===== config.mk =====
export PLATFORM = sky130hd
export DESIGN_NAME = mux_rr_sel
export DESIGN_NICKNAME = d
export VERILOG_FILES = /design/src/rtl/mux_rr_sel.sv
export SDC_FILE = /design/constraint.sdc
export NUM_CORES = 1
export LEC_CHECK = 0
export CAP_MARGIN = 25
export CORE_UTILIZATION = 40
export DETAILED_ROUTE_END_ITERATION = 8
export GPL_TIMING_DRIVEN = 1
export HOLD_SLACK_MARGIN = 0.08
export PLACE_DENSITY = 0.73
export REMOVE_ABC_BUFFERS = 1
export SYNTH_ARGS = -nofsm -noshare
export SYNTH_HDL_FRONTEND = slang
export SYNTH_SLANG_ARGS = --single-unit

===== constraint.sdc =====
create_clock -name clk -period 1.2 [get_ports clk]
set_input_delay 0.24 -clock clk [delete_from_list [all_inputs] [get_ports clk]]
set_output_delay 0.24 -clock clk [all_outputs]
set_load 0.005 [all_outputs]

===== src/rtl/mux_rr_sel.sv =====
// mux_rr_sel: round-robin scheduler placed in front of a 4:1 data mux.
// Arbitrates four channel requests, drives the mux select, captures the mux
// output into a register and hands it downstream with a valid/ready handshake.
// The served channel gets a one-cycle ACK once its word is accepted.
//
// Optional build macro: MUX_RR_SEL_TIMEOUT_EN adds parameter TMO and a SEND
// timeout that drops the word and pulses ERR; without it ERR is tied low.
//
// Ports:
//   clk    in   system clock, rising edge
//   rst    in   synchronous active-high reset
//   REQ    in   [3:0] per-channel request (A=0, B=1, C=2, D=3)
//   YIN    in   [M1:0] mux output fed back for capture
//   READY  in   downstream accepts DOUT when READY && VALID
//   S      out  [1:0] registered mux select
//   DOUT   out  [M1:0] captured word
//   VALID  out  DOUT holds a word not yet accepted
//   ACK    out  [3:0] one-hot one-cycle pulse to the served channel
//   ERR    out  one-cycle timeout pulse (0 unless timeout is built in)
module mux_rr_sel #(
    parameter int unsigned M1 = 7
`ifdef MUX_RR_SEL_TIMEOUT_EN
    , parameter int unsigned TMO = 15
`endif
) (
    input  logic        clk,
    input  logic        rst,
    input  logic [3:0]  REQ,
    input  logic [M1:0] YIN,
    input  logic        READY,
    output logic [1:0]  S,
    output logic [M1:0] DOUT,
    output logic        VALID,
    output logic [3:0]  ACK,
    output logic        ERR
);

    typedef enum logic [1:0] {StIdle, StSel, StSend} state_e;

    state_e      state_q, state_d;
    logic [1:0]  s_q, s_d;
    logic [M1:0] dout_q, dout_d;
    logic        valid_q, valid_d;
    logic [3:0]  ack_q, ack_d;
    logic [1:0]  ptr_q, ptr_d;

    logic [1:0]  grant;
    logic        grant_found;
    logic [1:0]  idx;

`ifdef MUX_RR_SEL_TIMEOUT_EN
    localparam int unsigned CntW = $clog2(TMO + 1);
    logic [CntW-1:0] cnt_q, cnt_d;
    logic            err_q, err_d;
`endif

    // Circular priority search starting at ptr; 2-bit index wraps naturally.
    always_comb begin
        grant       = '0;
        grant_found = 1'b0;
        idx         = '0;
        for (int i = 0; i < 4; i++) begin
            idx = ptr_q + 2'(i);
            if (!grant_found && REQ[idx]) begin
                grant       = idx;
                grant_found = 1'b1;
            end
        end
    end

    always_comb begin
        state_d = state_q;
        s_d     = s_q;
        dout_d  = dout_q;
        valid_d = valid_q;
        ack_d   = '0;
        ptr_d   = ptr_q;
`ifdef MUX_RR_SEL_TIMEOUT_EN
        cnt_d   = cnt_q;
        err_d   = 1'b0;
`endif
        unique case (state_q)
            StIdle: begin
                valid_d = 1'b0;
                if (grant_found) begin
                    s_d     = grant;
                    state_d = StSel;
                end
            end
            StSel: begin
                // Mux has had a full cycle to settle on the new select.
                dout_d  = YIN;
                valid_d = 1'b1;
                state_d = StSend;
`ifdef MUX_RR_SEL_TIMEOUT_EN
                cnt_d   = '0;
`endif
            end
            StSend: begin
                if (READY) begin
                    ack_d[s_q] = 1'b1;
                    valid_d    = 1'b0;
                    ptr_d      = s_q + 2'd1;
                    state_d    = StIdle;
                end
`ifdef MUX_RR_SEL_TIMEOUT_EN
                else if (cnt_q == CntW'(TMO - 1)) begin
                    // TMO-th consecutive stalled cycle: drop the word, move on.
                    valid_d = 1'b0;
                    ptr_d   = s_q + 2'd1;
                    err_d   = 1'b1;
                    state_d = StIdle;
                end else begin
                    cnt_d = cnt_q + 1'b1;
                end
`endif
            end
            default: state_d = StIdle;
        endcase
    end

    always_ff @(posedge clk) begin
        if (rst) begin
            state_q <= StIdle;
            s_q     <= '0;
            dout_q  <= '0;
            valid_q <= 1'b0;
            ack_q   <= '0;
            ptr_q   <= '0;
`ifdef MUX_RR_SEL_TIMEOUT_EN
            cnt_q   <= '0;
            err_q   <= 1'b0;
`endif
        end else begin
            state_q <= state_d;
            s_q     <= s_d;
            dout_q  <= dout_d;
            valid_q <= valid_d;
            ack_q   <= ack_d;
            ptr_q   <= ptr_d;
`ifdef MUX_RR_SEL_TIMEOUT_EN
            cnt_q   <= cnt_d;
            err_q   <= err_d;
`endif
        end
    end

    assign S     = s_q;
    assign DOUT  = dout_q;
    assign VALID = valid_q;
    assign ACK   = ack_q;
`ifdef MUX_RR_SEL_TIMEOUT_EN
    assign ERR   = err_q;
`else
    assign ERR   = 1'b0;
`endif

endmodule

==> metrics.txt, run 1 <==
core area 1980 µm²; Final Skew 0.00583 ns; reg-to-reg slack, setup 0.06 ns; Worst Hold Class reg2reg; type of the worst setup path reg2reg; number of flops mapped to enable cells by yosys 0; H-tree lvl count 1; min cycle time layout 1.14 ns; Setup TNS 0 ns; Max clock buf depth 2; Final Hold Viols 0; PnR worst setup slack 0.0629 ns; n_diodes 0; Global Route Usage Sum 17.9%; most frequent cells after synthesis dfxtp_1, nand2_1, a21oi_1, nor2_1; period utilization 94.8%; cell row count 16; antenna violations before repair 0; worst stage delay on the critical path 0.49 ns; #FFs+latches synth 19; sequential fraction of the synthesis area 44.4%; via count 778; WL/cell 11.5 µm; Starting Density 43.2%; Post-route DRC 0; design area 1260 µm²; WHS Path Cells 2; Yosys top cell area share 44.4%; outcome completed; maximum VDD drop 0.884 mV; Synth area leader dfxtp_1; Reg clk slew, reported paths 0.11 ns; pwr dens 1050 nW/µm²; cts bufs inserted 3; Synth Flop Type dfxtp_1; FMAX 0.879 GHz; Syn-to-layout area delta 46.8%; largest net degree at the start of global routing 12; CTS sink cnt 19; Worst Path Arrival 1.33 ns; first-pass GRT wire length 2820 µm; DP HPWL 1400 µm; Max Transition Viols Final 0; placed cell areas 1200 µm²; IO buf count 29; Worst Hold Launch DOUT[3]$_SDFFE_PP0P_; Ports 31; worst r2r path cells 3; Syn Area/Cell 8.73 µm²; Req. time, crit path 1.40 ns; GR Overflow Total 0; die area 2330 µm²; CP Capture Type register; Startpoint Class register; Crit Path Max Fanout 7; overall power 1.32 mW; final core occ 63.4%; Post-Syn Area 856 µm²; Clk Latency, worst-skew pair 0.29 ns; placer congestion estimate 0.701; Final nets 154; Die H 48.3 µm; TritonCTS clock tree yes; Synth Instances 98; vias in the first global route 661; Crit-path slowest cell dfxtp_1; DR pass1 iterations 4; Finish-stage setup viols 0; WL final 1850 µm; root buf cell clkbuf_4; 1st-iter DRT viols 18; Hold Path Sink DOUT[3]$_SDFFE_PP0P_; Max Cap Viol 0; r2r startpoint state_q[0]$_SDFFE_PP0P_; vias per cell 4.83; Reg-to-Reg End ptr_q[1]$_SDFFE_PP0N_; share of cells above drive strength 1 23.9%; top-count cell post-synth dfxtp_1; synth unique cells 30; Place WS -0.422 ns; Synthesis Warnings 0; static leakage 0.573 nW; Final ANT Viol Nets 0; Fill cells 178; critical-path cell list nand3b_1 > mux2i_1 > nor2_1; Async SR Flop Fraction 0%; chip width 48.3 µm; largest cells by area after synthesis dfxtp_1, a21oi_1, nand2_1
## what timing repair did
| action | in CTS | in global routing |
|---|---|---|
| hold buffers | 0 | 0 |
| hold endpoints to repair | 0 | 0 |
| gates cloned | 0 | 0 |
| resized for setup | 30 | 7 |
| setup buffers | 1 | 0 |
| endpoints found under the setup margin | 18 | 14 |
| pin swaps | 1 | 1 |
## worst max path at each step
stage / slack (ns) / cells after the start / end / startpoint
2_1_floorplan: 0.14 / 4 / S[1]$_SDFFE_PP0P_ / ptr_q[0]$_SDFFE_PP0N_
3_3_place_gp: -0.34 / 5 / S[1]$_SDFFE_PP0P_ / REQ[2]
3_5_place_dp: -0.42 / 5 / S[1]$_SDFFE_PP0P_ / REQ[2]
4_1_cts: 0.008 / 4 / S[1]$_SDFFE_PP0P_ / ptr_q[0]$_SDFFE_PP0N_
5_1_grt: -0.006 / 4 / DOUT[5]$_SDFFE_PP0P_ / state_q[0]$_SDFFE_PP0P_
6_report: 0.06 / 3 / ptr_q[1]$_SDFFE_PP0N_ / state_q[0]$_SDFFE_PP0P_
## worst max-delay path, delay by kind of cell, from the launching register on
kind             cells  cell delay, ns
AND/OR/NAND/NOR      2            0.33
flip-flops           1            0.49
multiplexers         1            0.22
## sequential cells by signal, indices dropped and copies added, names as in the netlist
| register | count |
|---|---|
| S | 2 |
| state_q | 2 |
| ACK | 4 |
| VALID | 1 |
| ptr_q | 2 |
| DOUT | 8 |
## per-layer routing
metal | part of all wire [%] | GRT usage (%) | vias to the layer above
met5 | 0 | 0 | -
met4 | 1.1 | 5.00 | 0
met3 | 6.0 | 6.67 | 2
met2 | 51 | 30.4 | 27
met1 | 42 | 21.2 | 345
li1 | - | - | 404
## power by group
group | total [mW] | internal [mW] | switching (mW)
registers | 0.714 | 0.677 | 0.0366
logic | 0.295 | 0.160 | 0.134
clock network | 0.312 | 0.124 | 0.188
total | 1.32 | 0.961 | 0.359
## kinds of logic after synthesis
family / share of synthesized area (%)
and+or+nand+nor: 27.3
muxes: 1.17
buffers and inverters: 5.99
AOI/OAI and AO/OA: 14.8
other: 0.438
adders and majority gates: 5.85
DFF: 44.4
## final cells by class
cell class                      count  area, µm²  share of cell area [%]
Multi-Input combinational cell     69        444                    35.4
Inverter                            4       15.0                    1.20
Clock inverter                      1       5.00                   0.398
Timing Repair Buffer               38        334                    26.6
Tap cell                           27       33.8                    2.69
Clock buffer                        3       22.5                    1.79
Sequential cell                    19        402                    32.0
## cells in the final DEF (no fill, tap or decap)
master | netlist | layout
nor3_4 | 1 | 1
o21a_1 | 1 | 1
o21ai_1 | 1 | 1
a221oi_1 | 1 | 1
clkdlybuf4s50_1 | 0 | 10
dfxtp_1 | 19 | 6
and2_1 | 4 | 4
nor4_4 | 0 | 1
nor2_2 | 0 | 1
and4bb_2 | 1 | 1
nor2_1 | 8 | 7
nor2b_1 | 2 | 2
a21oi_1 | 14 | 14
a311oi_1 | 1 | 1
dlygate4sd2_1 | 0 | 19
o221ai_1 | 1 | 1
a211oi_2 | 1 | 1
inv_1 | 4 | 4
ha_1 | 4 | 4
buf_4 | 1 | 9
nand2_1 | 18 | 18
and4b_1 | 1 | 1
mux2i_1 | 1 | 1
nor4b_4 | 0 | 1
conb_1 | 1 | 1
clkbuf_4 | 0 | 3
dfxtp_4 | 0 | 2
nor3_1 | 1 | 1
nand2b_1 | 1 | 1
dfxtp_2 | 0 | 11
clkinv_2 | 0 | 1
o21ai_0 | 1 | 1
nor4_1 | 1 | 1
nand3b_1 | 2 | 2
## through the flow
stage / instances / hold slack (ns)
after detailed placement: 156 / 0.446
after global placement: 156 / 0.441
final: 161 / 0.456
after floorplan: 92 / 0.305
after global routing: 161 / 0.469
after CTS: 161 / 0.457
Note: power is estimated with default switching activity, not from simulation.
==> run 2, diff against run 1 <==
--- a/config.mk
+++ b/config.mk
@@ -6,11 +6,13 @@
 export NUM_CORES = 1
 export LEC_CHECK = 0
 export CAP_MARGIN = 25
-export CORE_UTILIZATION = 40
+export CELL_PAD_IN_SITES_DETAIL_PLACEMENT = 1
+export CELL_PAD_IN_SITES_GLOBAL_PLACEMENT = 1
+export CORE_UTILIZATION = 33
 export DETAILED_ROUTE_END_ITERATION = 8
 export GPL_TIMING_DRIVEN = 1
 export HOLD_SLACK_MARGIN = 0.08
-export PLACE_DENSITY = 0.73
+export PLACE_DENSITY_LB_ADDON = 0.1
 export REMOVE_ABC_BUFFERS = 1
 export SYNTH_ARGS = -nofsm -noshare
 export SYNTH_HDL_FRONTEND = slang
==> constraint.sdc (replaced) <==
create_clock -name clk -period 1.4 [get_ports clk]
set_input_delay 0.28 -clock clk [delete_from_list [all_inputs] [get_ports clk]]
set_output_delay 0.28 -clock clk [all_outputs]
set_load 0.005 [all_outputs]
==> run 2 against run 1 <==
Power fell by 15%; count of clock-buffer cells in the layout up 1; worst setup slack improved by 0.11 ns; register-to-register slack improved by 0.11 ns; critical path depth is 1 higher; flip-flop and latch count stayed put; first-iteration DRC count decreased by 94%; combinational power decreased by 17%; core utilization decreased by 12 points; sequential power down 14%; clock power is 14% lower; highest routed layer unchanged.
==> metrics.txt, run 2 (synthesis gave the netlist of run 1 again) <==
Max Transition Viols Final 0 (unchanged); critical-path cell list nor2b_1 > buf_4 > nand2_1 > a21oi_1 (was nand3b_1 > mux2i_1 > nor2_1); hold buffers post-CTS 0 (unchanged); Reg-to-Reg End DOUT[0]$_SDFFE_PP0P_ (was ptr_q[1]$_SDFFE_PP0N_); die area 2800 µm² (was 2330 µm²); DR pass1 iterations 3 (was 4); overall power 1.13 mW (was 1.32 mW); r2r startpoint state_q[0]$_SDFFE_PP0P_ (unchanged); via count 798 (was 778); CP Capture Type register (unchanged); max reg flops 8 (unchanged); IO buf count 29 (unchanged); Max Cap Viol 0 (unchanged); vias in the first global route 764 (was 661); RSZ-0062 raised after global routing false; worst stage delay on the critical path 0.48 ns (was 0.49 ns); placer congestion estimate 0.753 (was 0.701); PnR worst setup slack 0.173 ns (was 0.0629 ns); vias per cell 4.87 (was 4.83); Worst Setup EP DOUT[0]$_SDFFE_PP0P_ (was ptr_q[1]$_SDFFE_PP0N_); core area 2450 µm² (was 1980 µm²); Max clock buf depth 2 (unchanged); Worst Hold Class reg2reg (unchanged); Reg clk slew, reported paths 0.11 ns (about the same); cell row count 18 (was 16); TritonCTS clock tree yes (unchanged); H-tree lvl count 1 (unchanged); chip width 52.9 µm (was 48.3 µm); Req. time, crit path 1.61 ns (was 1.40 ns); Ports 31 (unchanged); type of the worst setup path reg2reg (unchanged); Final nets 154 (unchanged); Worst Hold Launch DOUT[6]$_SDFFE_PP0P_ (was DOUT[3]$_SDFFE_PP0P_); static leakage 0.648 nW (was 0.573 nW); Place WS -0.228 ns (was -0.422 ns); reg-to-reg slack, setup 0.17 ns (was 0.06 ns); commonest non-fill, non-tap cell in the layout nand2_1 (was dlygate4sd2_1); DP HPWL 1490 µm (was 1400 µm); placed cell areas 1210 µm² (was 1200 µm²); commonest cells after routing, fill and taps aside nand2_1, a21oi_1, dlygate4sd2_1 (was dlygate4sd2_1, nand2_1, a21oi_1); min cycle time layout 1.23 ns (was 1.14 ns); WL/cell 11.6 µm (was 11.5 µm); antenna violations before repair 0 (unchanged); FMAX 0.815 GHz (was 0.879 GHz); crit path from state_q[0]$_SDFFE_PP0P_ (unchanged); cts bufs inserted 3 (unchanged); design area 1260 µm² (about the same); GR Overflow Total 0 (unchanged); root buf cell clkbuf_4 (unchanged); Final Hold Viols 0 (unchanged); outcome completed (unchanged); Starting Density 34.9% (was 43.2%); Finish-stage setup viols 0 (unchanged); 1st-iter DRT viols 1 (was 18); Final ANT Viol Nets 0 (unchanged); Die H 52.9 µm (was 48.3 µm); Worst Path Arrival 1.44 ns (was 1.33 ns); pwr dens 894 nW/µm² (was 1050 nW/µm²); Crit-path slowest cell dfxtp_1 (unchanged); Final Skew 0.00699 ns (was 0.00583 ns); maximum VDD drop 0.672 mV (was 0.884 mV); Syn-to-layout area delta 47.5% (was 46.8%); Crit Path Max Fanout 7 (unchanged); largest net degree at the start of global routing 11 (was 12); Startpoint Class register (unchanged); Clk Latency, worst-skew pair 0.29 ns (about the same); WHS 0.457 ns (was 0.456 ns); first-pass GRT wire length 3210 µm (was 2820 µm); CTS sink cnt 19 (unchanged); share of cells above drive strength 1 20.1% (was 23.9%); worst r2r path cells 4 (was 3); Global Route Usage Sum 15.6% (was 17.9%); n_diodes 0 (unchanged); final core occ 51.4% (was 63.4%); WL final 1900 µm (was 1850 µm); Post-route DRC 0 (unchanged); period utilization 87.6% (was 94.8%)
[run 2: worst max-delay path: cells and delay by family, from the launching register on]
family | cells | cell delay [ns]
AND/OR/NAND/NOR | 2 | 0.34
buffers and inverters | 1 | 0.19
AO/OA/AOI/OAI | 1 | 0.14
flip-flops | 1 | 0.48
[run 2: layer usage]
metal	wire [µm]	share of wire (%)	track usage, %	up-vias
li1	-	-	-	400
met1	870	46	18.2	380
met2	923	49	28.3	16
met3	86	4.5	3.45	2
met4	15	0.79	3.95	0
met5	0	0	0	-
[run 2: cell type report]
cell class / instances / area (µm²)
multi-input cells: 69 / 424
fillers: 309 / 1190
well taps: 30 / 37.5
inverters: 4 / 15.0
clock buffers: 4 / 26.3
repair buffers: 38 / 364
flip-flops and latches: 19 / 395
[run 2: timing repair]
action,CTS,global route
hold endpoints to repair,0,0
gates resized for setup,22,8
setup endpoints to repair,11,5
buffers inserted,1,0
pin swaps,0,2
[run 2: power by group]
group	internal [mW]	switching [mW]	total, mW
logic	0.134	0.112	0.246
registers	0.582	0.0305	0.612
clock network	0.111	0.159	0.269
[run 2: worst min path at each step]
| stage | to | slack (ns) | depth (start not counted) |
|---|---|---|---|
| 2_1_floorplan | S[1]$_SDFFE_PP0P_ | 0.34 | 1 |
| 5_1_grt | DOUT[2]$_SDFFE_PP0P_ | 0.48 | 2 |
| 3_5_place_dp | DOUT[5]$_SDFFE_PP0P_ | 0.45 | 2 |
| 6_report | DOUT[6]$_SDFFE_PP0P_ | 0.46 | 2 |
| 3_3_place_gp | DOUT[2]$_SDFFE_PP0P_ | 0.44 | 2 |
| 4_1_cts | DOUT[5]$_SDFFE_PP0P_ | 0.46 | 2 |
[run 2: through the flow]
| step | TNS, ns | cells |
|---|---|---|
| global placement | -0.362 | 159 |
| floorplan | 0 | 92 |
| finish | 0 | 164 |
| CTS | 0 | 164 |
| detailed placement | -0.412 | 159 |
| global route | 0 | 164 |
